## src/rtl/spi_adc_slave.sv

```systemverilog
// SPI responder emulating a two-channel ADC: receives an 8-bit command and
// returns the selected channel sample MSB-first on miso. All SPI inputs are oversampled on clk_i.
module spi_adc_slave #(
  parameter int DataWidth = 12,
  parameter int CmdWidth  = 8
) (
  input  logic                 clk_i,
  input  logic                 rst_i,
  input  logic                 cs_i,
  input  logic                 dclk_i,
  input  logic                 mosi_i,
  input  logic [DataWidth-1:0] ch0_data_i,
  input  logic [DataWidth-1:0] ch1_data_i,
  output logic                 miso_o,
  output logic                 miso_oe_o,
  output logic [CmdWidth-1:0]  cmd_o,
  output logic                 cmd_vld_o,
  output logic                 done_o,
  output logic                 abort_o
);

  localparam int FrameBits = CmdWidth + DataWidth;
  localparam int CntW      = $clog2(FrameBits + 1);

  typedef enum logic [1:0] {IDLE, CMD, DATA, TAIL} state_t;

  state_t               state;
  logic [2:0]           cs_q;
  logic [2:0]           dclk_q;
  logic [1:0]           mosi_q;
  logic [CntW-1:0]      cnt;
  logic [CmdWidth-1:0]  cmd_sh;
  logic [DataWidth-1:0] tx;
  logic                 cs_fall, cs_rise, dclk_rise, dclk_fall;
  logic [CmdWidth-1:0]  next_cmd;

  // Stages [1:0] synchronize; stage [2] is the previous synchronized value for edge detection.
  always_ff @(posedge clk_i or posedge rst_i) begin
    if (rst_i) begin
      cs_q   <= '1;
      dclk_q <= '0;
      mosi_q <= '0;
    end else begin
      cs_q   <= {cs_q[1:0], cs_i};
      dclk_q <= {dclk_q[1:0], dclk_i};
      mosi_q <= {mosi_q[0], mosi_i};
    end
  end

  always_comb begin
    cs_fall   = cs_q[2] & ~cs_q[1];
    cs_rise   = ~cs_q[2] & cs_q[1];
    dclk_rise = ~dclk_q[2] & dclk_q[1];
    dclk_fall = dclk_q[2] & ~dclk_q[1];
    next_cmd  = {cmd_sh[CmdWidth-2:0], mosi_q[1]};
  end

  always_ff @(posedge clk_i or posedge rst_i) begin
    if (rst_i) begin
      state     <= IDLE;
      cnt       <= '0;
      cmd_sh    <= '0;
      tx        <= '0;
      miso_o    <= 1'b0;
      miso_oe_o <= 1'b0;
      cmd_o     <= '0;
      cmd_vld_o <= 1'b0;
      done_o    <= 1'b0;
      abort_o   <= 1'b0;
    end else begin
      cmd_vld_o <= 1'b0;
      done_o    <= 1'b0;
      abort_o   <= 1'b0;
      case (state)
        IDLE: begin
          miso_o    <= 1'b0;
          miso_oe_o <= 1'b0;
          if (cs_fall) begin
            state     <= CMD;
            cnt       <= '0;
            cmd_sh    <= '0;
            miso_oe_o <= 1'b1;
          end
        end
        CMD: begin
          // cs rise takes priority over any simultaneous dclk edge
          if (cs_rise) begin
            abort_o   <= 1'b1;
            miso_o    <= 1'b0;
            miso_oe_o <= 1'b0;
            state     <= IDLE;
          end else if (dclk_rise) begin
            cmd_sh <= next_cmd;
            cnt    <= cnt + 1'b1;
            if (cnt == CntW'(CmdWidth - 1)) begin
              cmd_o <= next_cmd;
              if (next_cmd[CmdWidth-1]) begin
                cmd_vld_o <= 1'b1;
                tx        <= next_cmd[CmdWidth-2] ? ch1_data_i : ch0_data_i;
                state     <= DATA;
              end else begin
                abort_o <= 1'b1;
                miso_o  <= 1'b0;
                state   <= TAIL;
              end
            end
          end
        end
        DATA: begin
          if (cs_rise) begin
            abort_o   <= 1'b1;
            miso_o    <= 1'b0;
            miso_oe_o <= 1'b0;
            state     <= IDLE;
          end else if (dclk_fall) begin
            miso_o <= tx[DataWidth-1];
            tx     <= {tx[DataWidth-2:0], 1'b0};
          end else if (dclk_rise) begin
            if (cnt == CntW'(FrameBits - 1)) begin
              cnt    <= CntW'(FrameBits);
              done_o <= 1'b1;
              miso_o <= 1'b0;
              state  <= TAIL;
            end else begin
              cnt <= cnt + 1'b1;
            end
          end
        end
        TAIL: begin
          miso_o <= 1'b0;
          if (cs_rise) begin
            miso_oe_o <= 1'b0;
            state     <= IDLE;
          end
        end
        default: state <= IDLE;
      endcase
    end
  end

endmodule

```

## config.mk

```make
export PLATFORM = sky130hd
export DESIGN_NAME = spi_adc_slave
export DESIGN_NICKNAME = d
export VERILOG_FILES = /design/src/rtl/spi_adc_slave.sv
export SDC_FILE = /design/constraint.sdc
export NUM_CORES = 1
export LEC_CHECK = 0
export BUFFER_PORTS_ARGS = -buffer_cell sky130_fd_sc_hd__buf_2
export CORE_ASPECT_RATIO = 1.1
export CORE_UTILIZATION = 50
export CTS_BUF_LIST = sky130_fd_sc_hd__clkbuf_16
export DETAILED_ROUTE_END_ITERATION = 8
export PLACE_DENSITY = 0.84
export SLEW_MARGIN = 20
export SYNTH_ARGS = -nofsm -noshare
export SYNTH_HDL_FRONTEND = slang
export SYNTH_SLANG_ARGS = --single-unit
```

## constraint.sdc

```tcl
create_clock -name clk_i -period 1.85 [get_ports clk_i]
set_clock_uncertainty 0.2 [all_clocks]
set_input_delay 0.0925 -clock clk_i [delete_from_list [all_inputs] [get_ports clk_i]]
set_output_delay 0.0925 -clock clk_i [all_outputs]
set_load 0.1 [all_outputs]
```

**Word-level counts from Yosys, hierarchy flattened**

Index checks and enable logic that the tools add are counted.

- Register bits after elaboration: 47
- Bits in latches: 0
- Memory bits (writable): 0
- ROM bits: 0
- Bits of input ports: 29
- Output and inout port bits: 13
- Memories: 0

- Add/subtract/negate cells: 1
- Multipliers: 0
- Divide/modulo/power cells: 0
- Magnitude comparators: 0
- Eq/ne operators: 24
- Shift operators: 0
- Muxes and demuxes: 59
- Bitwise operators: 9
- Reduce and logical (&&, ||, !) cells: 12

Operator list:

| kind | count |
|---|---|
| 12-bit 2-to-1 mux | 7 |
| 5-bit 2-to-1 mux | 7 |
| 1-bit 2-to-1 mux | 26 |
| 12-bit case mux with 2 select lines | 1 |
| 7-bit 2-to-1 mux | 3 |
| 7-bit AND reduction | 3 |
| 2-bit != test (second input constant) | 10 |
| 2-bit 2-to-1 mux | 9 |
| 3-bit != test (second input constant) | 6 |
| 5-bit case mux with 3 select lines | 1 |
| 7-bit case mux with 2 select lines | 1 |
| 4-bit != test (second input constant) | 2 |
| 2-bit case mux with 4 select lines | 1 |
| 4-bit AND reduction | 2 |
| 5-bit by 1-bit adder with 5-bit output (second input constant) | 1 |
| 5-bit by 3-bit == test with 1-bit output (second input constant) | 1 |
| 5-bit == test (second input constant) | 1 |
| 1-bit NOT | 5 |
| 5-bit AND reduction | 1 |
| 1-bit bitwise AND | 4 |
| 2-bit == test (second input constant) | 2 |
| 1-bit case mux with 2 select lines | 2 |
| 2-bit nonzero test | 2 |
| 1-bit case mux with 3 select lines | 1 |
| other kinds (6) | 6 |

**Longest topological paths before layout**

Gate-level depths: netlist of the first run.

- Depth in word-level cells: 6
- Depth in mapped cells: 7

**Worst setup path before layout of the first run**

Ideal clock, no wire load.

- Kind: register to register
- Start: register cnt[0]
- End: register cmd_o[0]
- Data arrival time: 1.602 ns
- Required time: 1.525 ns
- Slack: -0.078 ns
- Cell stages (with the launch flop): 6
- Clock period less this slack: 1.928 ns
- Cell sequence: dfrtp_1 -> ha_1 -> nand4bb_4 -> or3_1 -> buf_4 -> mux2_4

- Word-level cells in the longest chain between the ends: 2

Ends and longest elaborated chain:

| what | line | RTL |
|---|---|---|
| from (decl) | 31 | `logic [CntW-1:0] cnt;` |
| from (signal assigned) | 94 | `cnt <= cnt + 1'b1;` |
| from (signal assigned) | 120 | `cnt <= CntW'(FrameBits);` |
| from (signal assigned) | 125 | `cnt <= cnt + 1'b1;` |
| 5-bit by 3-bit == test with 1-bit output | 95 | `if (cnt == CntW'(CmdWidth - 1)) begin` |
| 4-bit AND reduction (no source line) | - |  |
| to (signal assigned) | 96 | `cmd_o <= next_cmd;` |
| to (decl) | 16 | `output logic [CmdWidth-1:0] cmd_o,` |

Every way passes these cells.
A chain may end at the register's enable or synchronous reset.

**Worst setup path in the final report of the first run**

- Start: register cnt[0]
- End: register tx[1]

- Word-level cells in the longest chain between the ends: 3

Ends and longest elaborated chain:

| what | line | RTL |
|---|---|---|
| 5-bit by 3-bit == test with 1-bit output | 95 |  |
| 2-bit != test (no source line) | - |  |
| 7-bit AND reduction (no source line) | - |  |
| to (signal assigned) | 99 | `tx <= next_cmd[CmdWidth-2] ? ch1_data_i : ch0_data_i;` |
| to (signal assigned) | 117 | `tx <= {tx[DataWidth-2:0], 1'b0};` |
| to (decl) | 33 | `logic [DataWidth-1:0] tx;` |

Every way passes these cells.

==> results of run 1 <==
-- layer usage --
layer	vias to the layer above	wire [um]	track usage, %
li1	908	-	-
met1	947	2454	27.71
met2	64	3138	40.52
met3	23	243	6.364
met4	0	236	9.722
met5	-	0	0
-- placed cells by master, fill, tap and decap left out, types with 2 or more instances in the layout --
cell type and n:
buf_12 3, buf_2 41, buf_4 32, buf_6 7, clkbuf_16 5, clkinvlp_4 2
dfrtp_1 44, dfstp_2 3, dlygate4sd3_1 4, ha_4 4, inv_1 8, inv_2 3
mux2_4 19, mux2i_1 20, nand2_1 21, nand2b_1 3, nand2b_4 2, nand4_1 2
nor2_1 9, nor2b_1 3, nor3_1 2, o21a_1 2, o21ai_0 14, o21ai_2 3
o31ai_1 2, o31ai_4 2
-- metrics by stage --
| step | hold slack (ps) | instance area, um2 | util, % | power (mW) | TNS (ps) |
|---|---|---|---|---|---|
| 6_report | 35.35 | 3408 | 73.27 | 4.748 | -591.0 |
| 5_1_grt | 45.80 | 3408 | 73.27 | 4.996 | -2428 |
| 4_1_cts | 29.51 | 3241 | 69.66 | 4.342 | -290.7 |
| 3_5_place_dp | -35.93 | 2944 | 63.29 | 3.264 | -1836 |
| 3_3_place_gp | -40.82 | 2944 | 63.29 | 3.182 | -608.5 |
| 2_1_floorplan | -103.0 | 2466 | - | 2.703 | -86.30 |
-- what timing repair did --
action,CTS,global route
buffers inserted,5,5
endpoints found under the hold margin,23,0
pin swaps,3,9
resized for setup,15,26
hold buffers,4,0
endpoints found under the setup margin,33,33
-- critical path: stages, from the launching register on --
cell       delay [ps]
dfrtp_1           390
ha_4              170
nand4bb_4         140
o31ai_4           220
o2111ai_4         150
buf_12            190
mux2_1            300
-- worst paths after layout --
kind	from	cells past startpoint	endpoint	slack, ps
max	cnt[0]	6	tx[1]	-40
min	ch0_data_i[0]	4	tx[0]	40
max reg2reg	cnt[0]	6	tx[1]	-40
min reg2reg	dclk_q[0]	0	dclk_q[1]	150
max in group asynchronous	rst_i	4	tx[2]	750
min in group asynchronous	rst_i	3	cmd_sh[3]	180
-- cell usage after synthesis --
master and instances:
dfrtp_1 44, inv_1 11, buf_2 5, o21ai_0 15
a31oi_1 1, o31ai_4 1, nand4bb_1 1, buf_4 1
o2bb2ai_1 1, o32ai_1 1, nand4_1 2, dfstp_2 3
nand2_1 22, a31o_2 1, a221o_1 1, mux2_1 2
mux2i_1 21, mux2_2 1, clkbuf_1 3, a21oi_1 1
ha_1 6, o2111ai_2 1, a211oi_1 1, buf_6 1
o22a_1 1, a22o_1 1, a32oi_1 1, nand2b_1 5
nor3_1 4, nor2b_1 3, nand4b_1 1, mux2_4 18
a21boi_1 1, o21ai_1 3, o31ai_1 4, nand3_1 2
or3_1 1, nor2_2 1, nand2b_2 1, nor2_1 9
o21a_1 2, a2bb2o_1 1, and3_1 1, a21o_1 1
nand4bb_4 1
-- sequential cells by signal, summed over array words and instances (netlist names) --
signal and cells:
abort_o 1, cnt 5, mosi_q 2, cmd_sh 7
cmd_o 8, tx 12, miso_oe_o 1, dclk_q 3
cmd_vld_o 1, cs_q 3, miso_o 1, state 2
done_o 1
-- power groups by stage --
stage / sequential (mW) / combinational (mW) / clock (mW)
CTS: 1.45 / 2.00 / 0.889
global route: 1.49 / 2.56 / 0.944
finish: 1.46 / 2.40 / 0.890
global placement: 1.44 / 1.74 / 0
floorplan: 1.51 / 1.19 / 0
detailed placement: 1.46 / 1.81 / 0
-- area by class of cell --
cell class / count / area share (%)
Multi-Input combinational cell: 141 / 39.54
Timing Repair Buffer: 87 / 18.32
Clock inverter: 3 / 0.5874
Sequential cell: 47 / 34.62
Inverter: 11 / 1.211
Tap cell: 56 / 2.056
Clock buffer: 5 / 3.671
-- logic make-up (layout without fill, tap and decap cells) --
logic type | Yosys count | in the layout | share of synthesized area, %
adders and majority gates | 6 | 6 | 3.093
and+or+nand+nor | 54 | 54 | 11.70
AOI/OAI and AO/OA | 39 | 39 | 11.44
DFF | 47 | 47 | 48.61
muxes | 42 | 42 | 21.19
buffers and inverters | 21 | 106 | 3.969
==> metrics, run 1 <==
status=finished, violations left; Hold Fails Final Rpt=0; crit-path max FO=12; P_leak=approximately 1.6 nW; Fmax=528.0 MHz; Final min period=1894 ps; fin cells=350; area leader, netlist=dfrtp_1; router iterations before antenna repair=4; storage element area=1180 um2; Slew Viols, Final=0; routability cong.=about 0.90; actual slew at the worst max-slew pin=646.0 ps; vias in the first global route=1875; via/cell ratio=5.549; core area=4652 um2; Ys Warns=0; largest net degree at the start of global routing=25; worst skew pair latency=just under 300 ps; Num CTS Buffers=5; share of layout cells above drive strength 1=49.66%; final setup vio count=22; drt wl/cell=17.35 um; IO Pins=42; initial antenna violation count=0; grt total ovfl=0; post-placement cell count=328; cell area after synthesis=2427 um2; synthesized area per cell=approximately 12 um2; vias after detailed routing=between 1500 and 2000; row count=26; CTS sink cnt=47; sw frac=36.26%; Initial Utilization=52.18%; final worst path period share=102.4%; crit path launch type=flip-flop; max_slew headroom=between 50 and 60%; Worst-path clk slew=70 ps; WS Path Type=reg2reg; sequential share of the synthesized area=between 40% and 50%; Clock Root Buffer=clkbuf_16; final net count=about 330; Die H=between 70 and 80 um; Distinct cells, synth=45; combinational share of power=50.5%; Setup WS post-layout=-44.05 ps; RSZ-0062 raised after global routing=true; worst slack at placement=-142.5 ps; fill count=278; max cap viols=0; Clock Power Share=18.7%; peak supply drop=0.8474 mV; failing checks=negative setup slack; Arr. time, crit path=around 1900 ps; I/O Buffers=41; Detailed Route WL=6.072 mm; # DRC=0; flop and latch count out of synthesis=47; gr usage total=23.65%; first-pass GRT wire length=between 8 and 9 mm; Switch Pwr=1.722 mW; Die X-Extent=68.43 um; Die ar.=between 5000 and 6000 um2; H-tree lvl count=2; Yosys top cell area share=45.36%; area of the multi-input gates=1348 um2; Synth area leaders=dfrtp_1 (45%), mux2_4 (11%), mux2i_1 (8.7%), nand2_1 (3.4%), dfstp_2 (3.2%); Syn Inst Count=209; Reg power frac=just over 30%; Int Power=a little over 3 mW; CTS tree=yes; Worst setup EP type=flip-flop; deepest clock path buffer count=2; Area Overhead vs Synth=40.41%; post-route ant nets=0; Syn Nets=between 200 and 250; pwr dens=1393 nW/um2; worst hold path class=in2reg; CP required=1820 ps; Antenna Diode Count=0; Iter 0 DRT Violations=150; Final HPWL DP=3.782 mm
No activity file was read; power rests on OpenSTA's default activity.
==> run 2: changes to the inputs <==
- ABC_AREA: unset -> 1
- CAP_MARGIN: unset -> 5
==> metrics, run 2 <==
Antenna Diode Count=0 (unchanged); peak supply drop=0.6693 mV (-21%); worst hold path class=in2reg; most frequent cells in the layout=nand2_1 (93), dfrtp_1 (43), buf_2 (41); crit-path max FO=5 (-7); most frequent cell on the critical path=nand2_1; share of layout cells above drive strength 1=32.47% (-17 points); Synth Area in XOR/XNOR=0% (unchanged); top_reg_cell synth=dfrtp_1; Biggest register=tx; Compound-Gate Fraction of Synth Area=11.62% (+0.18 points); H-tree lvl count=2 (unchanged); Max stage delay on crit path=410 ps (+20 ps); Syn Nets=328 (+34%); Iter 0 DRT Violations=150 (unchanged); Fin Hold WS=-0.7869 ps (-36.14 ps); Die ar.=5194 um2 (+1.1%); most common cell after layout, fill and taps aside=nand2_1; Synth area leaders=dfrtp_1 (45%), nand2_1 (14%), nand3_1 (6.1%), o21ai_2 (5.0%), dfstp_2 (3.2%); Syn Inst Count=293 (+40%); via/cell ratio=5.213 (-6.1%); Distinct cells, synth=25 (-44%); area leader, netlist=dfrtp_1; grt total ovfl=0 (unchanged); WS Path Type=reg2reg; Hold Fails Final Rpt=1 (+1); CP Launch Point=state[0]; vias in the first global route=1872 (-0.16%); vias after detailed routing=2106 (+8.4%); number of flops mapped to enable cells by yosys=0 (unchanged); critical-path cell list=buf_4 -> ha_4 -> buf_4 -> inv_4 -> nor2_4 -> a21boi_2 -> nand2_1 -> nand2_1 -> nand2_1; largest net degree at the start of global routing=28 (+12%); core area=4684 um2 (+0.70%); row count=26 (unchanged); Die X-Extent=68.81 um (+0.56%); fraction of registers with async set/reset=100.0% (unchanged); CTS sink cnt=47 (unchanged); sequential share of the synthesized area=48.06% (-0.55 points); Yosys top cell area share=44.85% (-0.51 points); routability cong.=0.8995 (about the same); multiplexer area fraction after synthesis=0% (-21 points); Fmax=562.6 MHz (+6.6%); worst slack at placement=-79.66 ps (+62.88 ps); Reg2Reg Launch Point=state[0]; IO Pins=42 (unchanged); first-pass GRT wire length=8.466 mm (-3.3%); max_slew headroom=67.36% (+10 points); router iterations before antenna repair=4 (unchanged); critical path endpoint=state[0]; Core Util, Final=65.28% (-8.0 points); max reg flops=12 (unchanged); Initial Utilization=52.40% (+0.23 points); Reg2Reg Depth=9 (+3); final worst path period share=96.08% (-6.3 points); adder-cell share of the synthesized area=3.058% (-0.035 points); Final min period=1777 ps (-116.6 ps); actual slew at the worst max-slew pin=493.0 ps (-153.0 ps); post-route ant nets=0 (unchanged); most numerous cell in the Yosys netlist=nand2_1; CP max-delay cell=dfrtp_2; Die H=75.49 um (+0.55%); # DRC=0 (unchanged); cell area after synthesis=2455 um2 (+1.1%); fill count=389 (+40%); Setup WS post-layout=72.54 ps (+116.6 ps); Ys Warns=0 (unchanged); CTS tree=yes; Worst setup EP type=flip-flop; failing checks=negative hold slack; Final HPWL DP=3.508 mm (-7.2%); Worst R2R Setup Slack=70 ps (+120 ps); I/O Buffers=41 (unchanged); crit path launch type=flip-flop; P_leak=1.554 nW (-3.8%); max cap viols=0 (unchanged); Clock Root Buffer=clkbuf_16; Area Overhead vs Synth=24.57%; Arr. time, crit path=1750 ps (-120 ps); worst skew pair latency=280 ps (about the same); Slew Viols, Final=0 (unchanged); Num CTS Buffers=5 (unchanged); final setup vio count=0 (-100%); drt wl/cell=12.93 um (-25%); r2r endpoint=state[0]; Detailed Route WL=5.222 mm (-14%); main combinational cell family by area after synthesis=simple AND/OR/NAND/NOR gates; flop and latch count out of synthesis=47 (unchanged); initial antenna violation count=0 (unchanged); synth cell count leaders=nand2_1 (94), dfrtp_1 (44), nand3_1 (30); Synth Area in Simple Gates=30.99% (+19 points); Worst-path clk slew=60 ps (about the same); deepest clock path buffer count=2 (unchanged); CP required=1820 ps (about the same); largest registers=tx: 12 flops, cmd_o: 8 flops, cmd_sh: 7 flops; final net count=382 (+16%); gr usage total=22.23% (-1.4 points); status=finished, violations left; synthesized area per cell=8.378 um2 (-28%); pwr dens=1387 nW/um2 (-0.47%)
## run 2: changes by cell type in the layout (fill, tap and decap cells not counted), moves of 4 or more
| cell | previous run | this run |
|---|---|---|
| nor2_1 | 9 | 14 |
| o21ai_1 | 1 | 9 |
| inv_2 | 3 | 8 |
| nand2_2 | 0 | 10 |
| mux2_4 | 19 | 0 |
| mux2i_1 | 20 | 0 |
| nand3_1 | 1 | 30 |
| nor2_4 | 0 | 5 |
| buf_6 | 7 | 0 |
| nand2_1 | 21 | 93 |
| o21ai_2 | 3 | 14 |
| buf_4 | 32 | 7 |
| a21oi_1 | 0 | 4 |
## run 2: how the worst min path moves through the flow
stage             startpoint   endpoint  cells after the start
2_1_floorplan           cs_i    cs_q[0]                      0
3_3_place_gp           rst_i  dclk_q[0]                      2
3_5_place_dp           rst_i  cmd_sh[4]                      2
4_1_cts        ch0_data_i[7]      tx[7]                      5
5_1_grt        ch0_data_i[2]      tx[2]                      5
6_report       ch0_data_i[7]      tx[7]                      5
## run 2: kinds of logic after synthesis
| group | count (synthesis) |
|---|---|
| simple gates | 164 |
| compound gates | 45 |
| fa+ha+maj | 6 |
| buf+inv | 31 |
| flops | 47 |
## run 2: area by class of cell
class | instances | area [um2] | share of cell area, %
clock buffer | 5 | 125.1 | 4.092
clock inverter | 3 | 38.79 | 1.268
inverter | 21 | 82.58 | 2.700
multi-input combinational | 215 | 1167 | 38.18
sequential | 47 | 1181 | 38.63
tap | 56 | 70.07 | 2.291
timing repair buffer | 57 | 392.9 | 12.85
## run 2: worst max-delay path, delay by kind of cell (launching register included)
family | cells | cell delay (ps)
compound gates | 1 | 200
fa+ha+maj | 1 | 180
buf+inv | 3 | 380
flops | 1 | 410
simple gates | 4 | 300
## run 2: power by group
| part | total (mW) | internal, mW | leakage [nW] | switching (mW) |
|---|---|---|---|---|
| clock network | 0.994 | 0.630 | 0.0812 | 0.364 |
| logic | 1.82 | 0.699 | 0.866 | 1.12 |
| registers | 1.43 | 1.26 | 0.607 | 0.165 |
| total | 4.24 | 2.59 | 1.55 | 1.65 |
## run 2: per-layer routing
| layer | global-route usage, % | vias to the layer above | wire [um] |
|---|---|---|---|
| met3 | 4.641 | 14 | 177 |
| met2 | 36.60 | 51 | 2661 |
| li1 | - | 1054 | - |
| met1 | 28.64 | 987 | 2253 |
| met5 | 0 | - | 0 |
| met4 | 8.844 | 0 | 129 |
## run 2: timing repair
item / in CTS / in global routing
buffers inserted: 0 / 1
endpoints found under the setup margin: 26 / 34
cloned: 0 / 1
hold buffers: 5 / 0
gates resized for setup: 5 / 7
endpoints found under the hold margin: 48 / 0
pin swaps: 1 / 6
## run 2: through the flow
stage	instance area, um2	power [mW]	instances	TNS (ps)
global placement	2761	3.000	389	0
global route	3058	4.495	404	-26.19
CTS	2994	4.119	402	0
floorplan	2455	2.700	293	0
detailed placement	2761	3.055	389	-487.7
finish	3058	4.240	404	0
